<file path="src/rtl/poly_shape_interp_pkg.sv">
// shape_pkg: shared constants, symbol encodings and helper functions for the
// polyphase pulse-shaping interpolator.
//   clog2     - ceiling log2, used for counter/index widths
//   saturate  - clamps a 64-bit signed value to a w-bit signed range
package shape_pkg;

    localparam int DEF_NUM_CH    = 2;
    localparam int DEF_DATA_W    = 2;
    localparam int DEF_COEF_W    = 16;
    localparam int DEF_OUT_W     = 24;
    localparam int DEF_SPS       = 8;
    localparam int DEF_SPAN      = 6;
    localparam int DEF_OUT_SHIFT = 0;

    localparam logic [1:0] SYM_POS = 2'b01;
    localparam logic [1:0] SYM_NEG = 2'b11;

    typedef enum logic {
        ST_IDLE = 1'b0,
        ST_RUN  = 1'b1
    } state_t;

    function automatic int clog2(input int v);
        int r;
        r = 0;
        while ((1 << r) < v) r++;
        return r;
    endfunction

    // When the value already fits in w bits this is an identity, so the same
    // call covers both the sign-extend and the clamp case.
    function automatic logic signed [63:0] saturate(input logic signed [63:0] v,
                                                    input int w);
        logic signed [63:0] hi;
        logic signed [63:0] lo;
        hi = (64'sd1 <<< (w - 1)) - 64'sd1;
        lo = -hi - 64'sd1;
        if (v > hi) return hi;
        if (v < lo) return lo;
        return v;
    endfunction

endpackage

</file>
<file path="src/rtl/poly_shape_interp_tap_sum.sv">
// shape_tap_sum: combinational dot product for one channel.
//   phase - polyphase index p; selects taps coef[k*SPS + p]
//   coef  - full coefficient bank (NT entries)
//   taps  - this channel's delay line, dl[0..SPAN-1]
//   sum   - full-precision signed sum, FW bits
module shape_tap_sum
    import shape_pkg::*;
#(
    parameter int DATA_W = DEF_DATA_W,
    parameter int COEF_W = DEF_COEF_W,
    parameter int SPS    = DEF_SPS,
    parameter int SPAN   = DEF_SPAN,
    parameter int NT     = SPS * SPAN,
    parameter int PW     = (clog2(SPS) > 0) ? clog2(SPS) : 1,
    parameter int AW     = (clog2(NT) > 0) ? clog2(NT) : 1,
    parameter int FW     = DATA_W + COEF_W + clog2(SPAN)
) (
    input  logic [PW-1:0]                 phase,
    input  logic [NT-1:0][COEF_W-1:0]     coef,
    input  logic [SPAN-1:0][DATA_W-1:0]   taps,
    output logic signed [FW-1:0]          sum
);

    logic [AW-1:0]                      idx;
    logic signed [DATA_W-1:0]           d;
    logic signed [COEF_W-1:0]           cf;
    logic signed [DATA_W+COEF_W-1:0]    prod;
    logic signed [FW-1:0]               term;
    logic signed [FW-1:0]               acc;

    always_comb begin
        idx  = '0;
        d    = '0;
        cf   = '0;
        prod = '0;
        term = '0;
        acc  = '0;
        for (int k = 0; k < SPAN; k++) begin
            idx  = AW'(k * SPS) + AW'(phase);
            d    = taps[k];
            cf   = coef[idx];
            prod = d * cf;
            term = FW'(prod);
            acc  = acc + term;
        end
        sum = acc;
    end

endmodule

</file>
<file path="src/rtl/poly_shape_interp.sv">
// poly_shape_interp: polyphase pulse-shaping interpolator.
// Takes one signed symbol per channel per symbol period and emits SPS shaped
// samples per symbol on a ready/valid stream. After the last real symbol the
// filter keeps running on zeros until the delay line is empty (SPAN missing
// symbols), then returns to IDLE.
//   clk_dds, rst       - clock, synchronous active-high reset
//   s_axis_*           - symbol input, channel c at [c*DATA_W +: DATA_W]
//   m_axis_*           - sample output, channel c at [c*OUT_W +: OUT_W];
//                        tuser carries the polyphase index
//   coef_we/addr/data  - runtime coefficient write port
//   starved            - sticky: a symbol was missing while not draining
module poly_shape_interp
    import shape_pkg::*;
#(
    parameter int NUM_CH    = DEF_NUM_CH,
    parameter int DATA_W    = DEF_DATA_W,
    parameter int COEF_W    = DEF_COEF_W,
    parameter int OUT_W     = DEF_OUT_W,
    parameter int SPS       = DEF_SPS,
    parameter int SPAN      = DEF_SPAN,
    parameter int OUT_SHIFT = DEF_OUT_SHIFT,
    localparam int NT = SPS * SPAN,
    localparam int PW = (clog2(SPS) > 0) ? clog2(SPS) : 1,
    localparam int AW = (clog2(NT) > 0) ? clog2(NT) : 1
) (
    input  logic                      clk_dds,
    input  logic                      rst,
    input  logic [NUM_CH*DATA_W-1:0]  s_axis_tdata,
    input  logic                      s_axis_tvalid,
    output logic                      s_axis_tready,
    output logic [NUM_CH*OUT_W-1:0]   m_axis_tdata,
    output logic                      m_axis_tvalid,
    input  logic                      m_axis_tready,
    output logic [PW-1:0]             m_axis_tuser,
    input  logic                      coef_we,
    input  logic [AW-1:0]             coef_addr,
    input  logic [COEF_W-1:0]         coef_data,
    output logic                      starved
);

    localparam int ZW      = clog2(SPAN + 1);
    localparam int FW      = DATA_W + COEF_W + clog2(SPAN);
    localparam int IMP_TAP = (SPAN / 2) * SPS;
    localparam logic [COEF_W-1:0] COEF_ONE = {2'b01, {(COEF_W-2){1'b0}}};

    state_t state, state_nxt;

    logic [NUM_CH-1:0][SPAN-1:0][DATA_W-1:0] dl;
    logic [NUM_CH-1:0][DATA_W-1:0]           sym;
    logic [NT-1:0][COEF_W-1:0]               coef;
    logic [NUM_CH-1:0][OUT_W-1:0]            samp;
    logic [NUM_CH-1:0][OUT_W-1:0]            tdata_r;
    logic [PW-1:0]                           p;
    logic [ZW-1:0]                           zr;

    logic adv;
    logic last_ph;
    logic bound;

    assign sym          = s_axis_tdata;
    assign m_axis_tdata = tdata_r;

    // Output register is free to take a new sample this cycle.
    assign adv     = !m_axis_tvalid || m_axis_tready;
    assign last_ph = (p == PW'(SPS - 1));
    assign bound   = (state == ST_RUN) && adv && last_ph;

    // Per-channel dot product and output scaling.
    for (genvar c = 0; c < NUM_CH; c++) begin : g_ch
        logic signed [FW-1:0] sum;
        logic signed [63:0]   wide;

        shape_tap_sum #(
            .DATA_W (DATA_W),
            .COEF_W (COEF_W),
            .SPS    (SPS),
            .SPAN   (SPAN),
            .NT     (NT),
            .PW     (PW),
            .AW     (AW),
            .FW     (FW)
        ) u_sum (
            .phase (p),
            .coef  (coef),
            .taps  (dl[c]),
            .sum   (sum)
        );

        assign wide    = 64'(sum);
        assign samp[c] = OUT_W'(saturate(wide >>> OUT_SHIFT, OUT_W));
    end

    // ---------------- FSM: state register ----------------
    always_ff @(posedge clk_dds) begin
        if (rst) state <= ST_IDLE;
        else     state <= state_nxt;
    end

    // ---------------- FSM: next state ----------------
    always_comb begin
        state_nxt = state;
        case (state)
            ST_IDLE: if (s_axis_tvalid) state_nxt = ST_RUN;
            // SPAN-th consecutive missing symbol empties the delay line.
            ST_RUN:  if (bound && !s_axis_tvalid && zr == ZW'(SPAN - 1))
                         state_nxt = ST_IDLE;
            default: state_nxt = ST_IDLE;
        endcase
    end

    // ---------------- FSM: outputs ----------------
    // In RUN a symbol is only taken together with its delay-line shift.
    always_comb begin
        s_axis_tready = 1'b0;
        case (state)
            ST_IDLE: s_axis_tready = 1'b1;
            ST_RUN:  s_axis_tready = adv && last_ph;
            default: s_axis_tready = 1'b0;
        endcase
    end

    // ---------------- datapath ----------------
    always_ff @(posedge clk_dds) begin
        if (rst) begin
            p             <= '0;
            zr            <= '0;
            dl            <= '0;
            tdata_r       <= '0;
            m_axis_tvalid <= 1'b0;
            m_axis_tuser  <= '0;
            starved       <= 1'b0;
            for (int i = 0; i < NT; i++)
                coef[i] <= (i == IMP_TAP) ? COEF_ONE : '0;
        end else begin
            if (coef_we && (32'(coef_addr) < NT))
                coef[coef_addr] <= coef_data;

            case (state)
                ST_IDLE: begin
                    if (m_axis_tvalid && m_axis_tready)
                        m_axis_tvalid <= 1'b0;
                    if (s_axis_tvalid) begin
                        dl <= '0;
                        for (int c = 0; c < NUM_CH; c++)
                            dl[c][0] <= sym[c];
                        p  <= '0;
                        zr <= '0;
                    end
                end
                ST_RUN: begin
                    if (adv) begin
                        tdata_r       <= samp;
                        m_axis_tuser  <= p;
                        m_axis_tvalid <= 1'b1;
                        if (!last_ph) begin
                            p <= p + PW'(1);
                        end else begin
                            p <= '0;
                            for (int c = 0; c < NUM_CH; c++)
                                for (int k = 1; k < SPAN; k++)
                                    dl[c][k] <= dl[c][k-1];
                            if (s_axis_tvalid) begin
                                for (int c = 0; c < NUM_CH; c++)
                                    dl[c][0] <= sym[c];
                                zr <= '0;
                            end else begin
                                for (int c = 0; c < NUM_CH; c++)
                                    dl[c][0] <= '0;
                                zr <= zr + ZW'(1);
                                // Only the first gap after real data is a starvation;
                                // later gaps are the intentional drain.
                                if (zr == '0) starved <= 1'b1;
                            end
                        end
                    end
                end
                default: ;
            endcase
        end
    end

endmodule

</file>
<file path="config.mk">
export PLATFORM = sky130hd
export DESIGN_NAME = poly_shape_interp
export DESIGN_NICKNAME = d
export VERILOG_FILES = /design/src/rtl/poly_shape_interp_pkg.sv /design/src/rtl/poly_shape_interp_tap_sum.sv /design/src/rtl/poly_shape_interp.sv
export SDC_FILE = /design/constraint.sdc
export NUM_CORES = 2
export LEC_CHECK = 0
export CAP_MARGIN = 10
export CORE_UTILIZATION = 33
export DETAILED_ROUTE_END_ITERATION = 8
export GPL_TIMING_DRIVEN = 1
export SYNTH_ARGS = -nofsm -noshare
export SYNTH_HDL_FRONTEND = slang
export SYNTH_HIERARCHICAL = 1
export SYNTH_SLANG_ARGS = --single-unit
</file>
<file path="constraint.sdc">
create_clock -name clk_dds -period 7.25 [get_ports clk_dds]
set_input_delay 1.0875 -clock clk_dds [delete_from_list [all_inputs] [get_ports clk_dds]]
set_output_delay 1.0875 -clock clk_dds [all_outputs]
set_load 0.01 [all_outputs]
</file>
# Word level (Yosys, flattened, before mapping)
# Cells that the tools add are included.
# op_classes
n_eq_ne	6
n_addsub	17
magnitude_cmp	13
muxes	50
multipliers	12
n_reduce_logical	17
bitwise_logic	2
# op_table
cell	n
$bwmux 768	1
$bmux 16 s6	5
$mux 24	11
$mul 2x16->18	12
$add 21x18->21	6
$mux 16	7
$demux 16 s6	1
$bmux 16 s3	1
$gt 21x24->1 const B	2
$lt 21x24->1 const B	2
$pmux 24 s2	1
$lt 6x7->1 const B	6
$add 19x18->20	2
$add 18x18->19	2
$mux 3	6
$add 5x3->6 const A	2
$add 6x3->6 const A	2
$pmux 3 s2	2
$mux 1	10
$logic_and 1x1->1	8
$lt 3x7->1 const B	1
$add 3x1->3 const B	2
$eq 3x3->1 const B	2
$ge 6x1->1 const B	1
other kinds (13)	22
# totals
input_bits	31
reg_bits	852
output_inout_bits	54
elab_cells	185

# Longest topological paths before layout
# depth
word_depth	14
ltp_mapped	26
depth_no_buf	23

# Modules after synthesis
# Netlist, hierarchy kept.
# modules_own_cells
mod	cells_each	area_per_inst_um2	seq_area_each_um2	instances
poly_shape_interp	3017	32922.8	16976.3	1
shape_tap_sum (g_ch[1].u_sum)	1086	12184.2	0.0	1
shape_tap_sum (g_ch[0].u_sum)	1088	12169.2	0.0	1

# Worst setup path after synthesis
# Ideal clock, no wire load.
# synth_timing
path_kind	reg2reg
from	reg p[0]
to	reg tdata_r (netlist bit m_axis_tdata[19])
t_required_ps	7180
slack_ps	1026
stages_incl_launch_ff	24
t_arrival_ps	6154
period_less_slack_ps	6224
setup_ps	70
n_path_buf	3
cell_sequence	dfxtp_1 clkbuf_2 buf_2 buf_2 mux4_2 mux2i_1 nor2b_1 fa_1 inv_1 fa_1 inv_1 fa_1 fa_1 inv_1 fa_1 fa_1 nand2b_1 a21oi_1 nor4b_1 o21ai_0 a311oi_1 xnor2_1 nand3_1 a21oi_1
# synth_between
elab_chain_len	14
elab_cells_between_ends	36
classes_between	add/sub (10); mul (6); order compare (2); mux (18)
# synth_lines
element	line_no	rtl
start: declaration	poly_shape_interp.sv:53	logic [PW-1:0] p;
start signal: assignment	poly_shape_interp.sv:156	p <= p + PW'(1);
$add 4x3->5	poly_shape_interp_tap_sum.sv:39	idx = AW'(k * SPS) + AW'(phase);
$bmux 16 s6	poly_shape_interp_tap_sum.sv:41	cf = coef[idx];
$mux 16 (implied by the code)	poly_shape_interp_tap_sum.sv:41	
$mul 2x16->18	poly_shape_interp_tap_sum.sv:42	prod = d * cf;
$add 18x18->19	poly_shape_interp_tap_sum.sv:44	acc = acc + term;
$add 19x18->20	poly_shape_interp_tap_sum.sv:44	
$add 21x18->21 (2 in a row)	poly_shape_interp_tap_sum.sv:44	
$add 21x18->21 (*)	poly_shape_interp_tap_sum.sv:44	
via g_ch[0].sum[19]	poly_shape_interp.sv:70	logic signed [FW-1:0] sum;
$lt 21x24->1	poly_shape_interp_pkg.sv:39	if (v < lo) return lo;
$mux 1 (2 in a row)	poly_shape_interp_pkg.sv:39	
$mux 24	poly_shape_interp_pkg.sv:40	return v;
$mux 24 (*)	poly_shape_interp_pkg.sv:39	
end signal: assignment	poly_shape_interp.sv:152	tdata_r <= samp;
end: declaration	poly_shape_interp.sv:52	logic [NUM_CH-1:0][OUT_W-1:0] tdata_r;
# The timed path passes the listed nets; every way through them passes the cells marked *. The select of a mux whose other input is x is not followed.
# A chain may end at the register's enable or synchronous reset.

# Final worst setup path
# Same ends and word-level chain as after synthesis.

==> impl_metrics.env <==
export IMPL_synthArstFlopShare_pct=0
export IMPL_clock_fmax_mhz=144.8
export IMPL_hold_start="m_axis_tuser[2]$_SDFFE_PP0N_"
export IMPL_final_area_mm2=0.06462
export IMPL_grt_pass1_vias=40040
export IMPL_route_detailed_drc=0
export IMPL_r2r_end="m_axis_tdata[19]$_SDFFE_PP0N_"
export IMPL_worst_setup_path_end_kind="register"
export IMPL_clock_sinks=848
export IMPL_max_cap_violations=0
export IMPL_worstMarginPinSlew_ns=1.209
export IMPL_overflow=0
export IMPL_cts_tree="done"
export IMPL_synth_distinct_cells=65
export IMPL_num_vias=38770
export IMPL_fp_dieW_um=418.6
export IMPL_cts_made_buffers=95
export IMPL_wl_per_cell_um=22.10
export IMPL_synth_edf_count=0
export IMPL_crit_arrival_ns=7.55
export IMPL_first_pass_iters=7
export IMPL_grt_pass1_wl_um=253300
export IMPL_hold_depth=2
export IMPL_skew_ns=0.04377
export IMPL_dieHeight_um=418.6
export IMPL_port_buffers=84
export IMPL_drv_slew=0
export IMPL_syn_area_mm2=0.05728
export IMPL_final_net_count=5680
export IMPL_crit_path_start_kind="register"
export IMPL_cts_root_buf="clkbuf_16"
export IMPL_r2r_start="p[0]$_SDFFE_PP0P_"
export IMPL_cts_hold_buf=0
export IMPL_avgViaCountPerCell=5.103
export IMPL_cts_setup_buffers=0
export IMPL_ios=85
export IMPL_status="complete, no violations"
export IMPL_dp_cells=7417
export IMPL_ant_nets=0
export IMPL_required_ns=7.90
export IMPL_setup_ws_ns=0.3417
export IMPL_synthFlopType="dfxtp_1"
export IMPL_antenna_found_initial=4
export IMPL_ctsLongestPathBuffers=3
export IMPL_cp_max_fo=15
export IMPL_syn_to_final_growth_pct=12.82
export IMPL_cts_resized=0
export IMPL_dpl_instance_area_mm2=0.06137
export IMPL_drt_iter0_drc=2898
export IMPL_hold_path_class="register to register"
export IMPL_fp_row_count=152
export IMPL_r2r_slack_ns=0.34
export IMPL_initial_core_util_pct=33.31
export IMPL_layout_cells_non_filler=7597
export IMPL_syn_area_per_cell_um2=11.03
export IMPL_post_route_min_period_ns=6.908
export IMPL_yosysWarnings=6
export IMPL_hold_viol_final=0
export IMPL_reg2reg_depth=23
export IMPL_fin_crit_sh_pct=95.29
export IMPL_clk_latency_ns=0.74
export IMPL_syn_inst=5191
export IMPL_drive_gt1_share_pct=17.31
export IMPL_synth_nets=5661
export IMPL_finalSetupViolCount=0
export IMPL_coreArea_mm2=0.1719
export IMPL_min_to="m_axis_tuser[2]$_SDFFE_PP0N_"
export IMPL_p_per_area_mw_per_mm2=163.9
export IMPL_totalWireLength_um=167900
export IMPL_fin_total_pwr_mw=10.59
export IMPL_gp_congestion=0.9315
export IMPL_relSlewSlack_pct=19.38
export IMPL_dieArea_mm2=0.1752
export IMPL_pre_cts_ws_ns=0.3359
export IMPL_leakagePower_nw=28.05
export IMPL_tns_ns=0
export IMPL_synth_seq_cells=848
export IMPL_fillCellCount=16890
export IMPL_critPathKind="register to register"
export IMPL_dp_hpwl_um=118100
export IMPL_grtUsageTotal_pct=19.16
export IMPL_antenna_cells=0
export IMPL_ir_worst_vdd_mv=0.1507
export IMPL_h_tree_depth=3
export IMPL_cts_clk_slew_worst_paths_ns=0.06
export IMPL_grt_max_degree=288
export IMPL_synth_sequential_area_ratio_pct=29.64
==> worst max path at each step <==
stage / to / cells past startpoint / slack [ns] / startpoint
floorplan: m_axis_tdata[19]$_SDFFE_PP0N_ / 23 / 1.03 / p[0]$_SDFFE_PP0P_
global placement: m_axis_tdata[17]$_SDFFE_PP0N_ / 23 / 0.40 / p[0]$_SDFFE_PP0P_
detailed placement: m_axis_tdata[19]$_SDFFE_PP0N_ / 22 / 0.34 / p[0]$_SDFFE_PP0P_
CTS: m_axis_tdata[19]$_SDFFE_PP0N_ / 22 / 0.30 / p[0]$_SDFFE_PP0P_
global route: m_axis_tdata[43]$_SDFFE_PP0N_ / 23 / -0.0007 / p[0]$_SDFFE_PP0P_
finish: m_axis_tdata[19]$_SDFFE_PP0N_ / 23 / 0.34 / p[0]$_SDFFE_PP0P_
==> cells in the mapped netlist, types with 22 or more instances <==
| library cell | number | area, µm² |
|---|---|---|
| mux2i_1 | 928 | 9289 |
| nand2b_1 | 897 | 5612 |
| dfxtp_1 | 848 | 16980 |
| inv_1 | 426 | 1599 |
| mux4_2 | 384 | 8648 |
| fa_1 | 348 | 6967 |
| clkbuf_1 | 275 | 1032 |
| nand2_1 | 159 | 596.8 |
| a21oi_1 | 106 | 530.5 |
| ha_1 | 91 | 1139 |
| buf_2 | 75 | 375.4 |
| nand3_1 | 75 | 375.4 |
| o21ai_0 | 66 | 330.3 |
| nor2b_1 | 63 | 394.1 |
| and2_1 | 60 | 375.4 |
| buf_4 | 43 | 322.8 |
| mux2_2 | 36 | 405.4 |
| o211ai_1 | 33 | 247.7 |
| nor2_1 | 31 | 116.4 |
| xnor2_1 | 28 | 245.2 |
| buf_1 | 23 | 86.33 |
| or2_1 | 22 | 137.6 |
==> per-layer routing <==
layer | track usage [%] | vias to the layer above | part of all wire (%)
li1 | - | 17710 | -
met1 | 25.52 | 19950 | 44
met2 | 31.70 | 889 | 47
met3 | 2.715 | 208 | 5.4
met4 | 6.612 | 6 | 3.2
met5 | 0 | - | 0.027
==> metrics by stage <==
stage                     hold slack, ns  util, %
after floorplan                   0.4552        -
after global placement            0.4636    35.69
after detailed placement          0.4665    35.69
after CTS                         0.4740    37.56
after global routing              0.4931    37.59
final                             0.4728    37.59
==> cell usage in the layout (no fill, tap or decap), types with 6 or more instances in the layout <==
master           count
buf_12              20
nand2_1            159
clkbuf_16           98
nand3_1             75
a41oi_1              6
nand2_2             18
nor2_1              31
mux4_2             384
dfxtp_1            844
nand2b_2            15
clkdlybuf4s50_1     83
xnor2_1             28
or2_1               22
o21ai_0             66
clkbuf_8            23
and2_1              60
inv_1              426
ha_1                91
nor3_1               7
o211ai_1            33
buf_4              245
nand2_4              6
fa_1               348
bufinv_16            6
nand3_2             19
a21o_1              10
nor2b_1             62
xor2_1              16
clkbuf_1            23
mux2i_1            928
a31oi_1              7
nand2b_1           880
a21oi_1            106
mux2_2              36
clkinv_2            11
==> critical path: stages (launching register included) <==
cell and delay, ns:
dfxtp_4 0.54, buf_4 0.20, buf_12 0.18, buf_4 0.25, mux4_2 0.53, mux2i_1 0.31
buf_4 0.22, nand2_1 0.08, fa_1 0.52, inv_1 0.06, fa_1 0.55, fa_1 0.45
fa_1 0.50, inv_1 0.06, fa_1 0.54, inv_1 0.05, ha_1 0.33, a21oi_1 0.20
nor4b_1 0.28, o21ai_0 0.20, a311oi_1 0.35, xnor2_1 0.18, nand3_1 0.09, a21oi_1 0.14
==> flip-flops by register name, summed over array words and instances (netlist names) <==
register and count:
coef 768, m_axis_tdata 44, dl 24, m_axis_tuser 3, p 3, zr 3
m_axis_tvalid 1, starved 1, state 1
==> power by group <==
part	internal (mW)	total [mW]	switching, mW
Sequential	4.69	4.72	0.0293
Combinational	0.356	0.853	0.497
Clock	2.93	5.02	2.09
Total	7.97	10.6	2.62
==> kinds of logic (layout without fill, tap and decap cells) <==
group           count (synthesis)  in the layout  share of synthesized area [%]
xor+xnor                       44             44                         0.6728
simple gates                 1395           1395                          14.63
compound gates                264            264                          2.735
mux                          1348           1348                          32.02
buf+inv                       853            949                          6.147
flops                         848            848                          29.64
fa+ha+maj                     439            439                          14.15
==> final cells by class <==
class | count | area [µm²] | share of cell area (%)
clock buffer | 144 | 2855 | 4.419
clock inverter | 30 | 350.3 | 0.5422
inverter | 426 | 1599 | 2.475
multi-input combinational | 3490 | 36850 | 57.03
sequential | 848 | 16990 | 26.29
tap | 2310 | 2890 | 4.473
timing repair buffer | 349 | 3085 | 4.775
No activity file was read; power rests on OpenSTA's default activity.
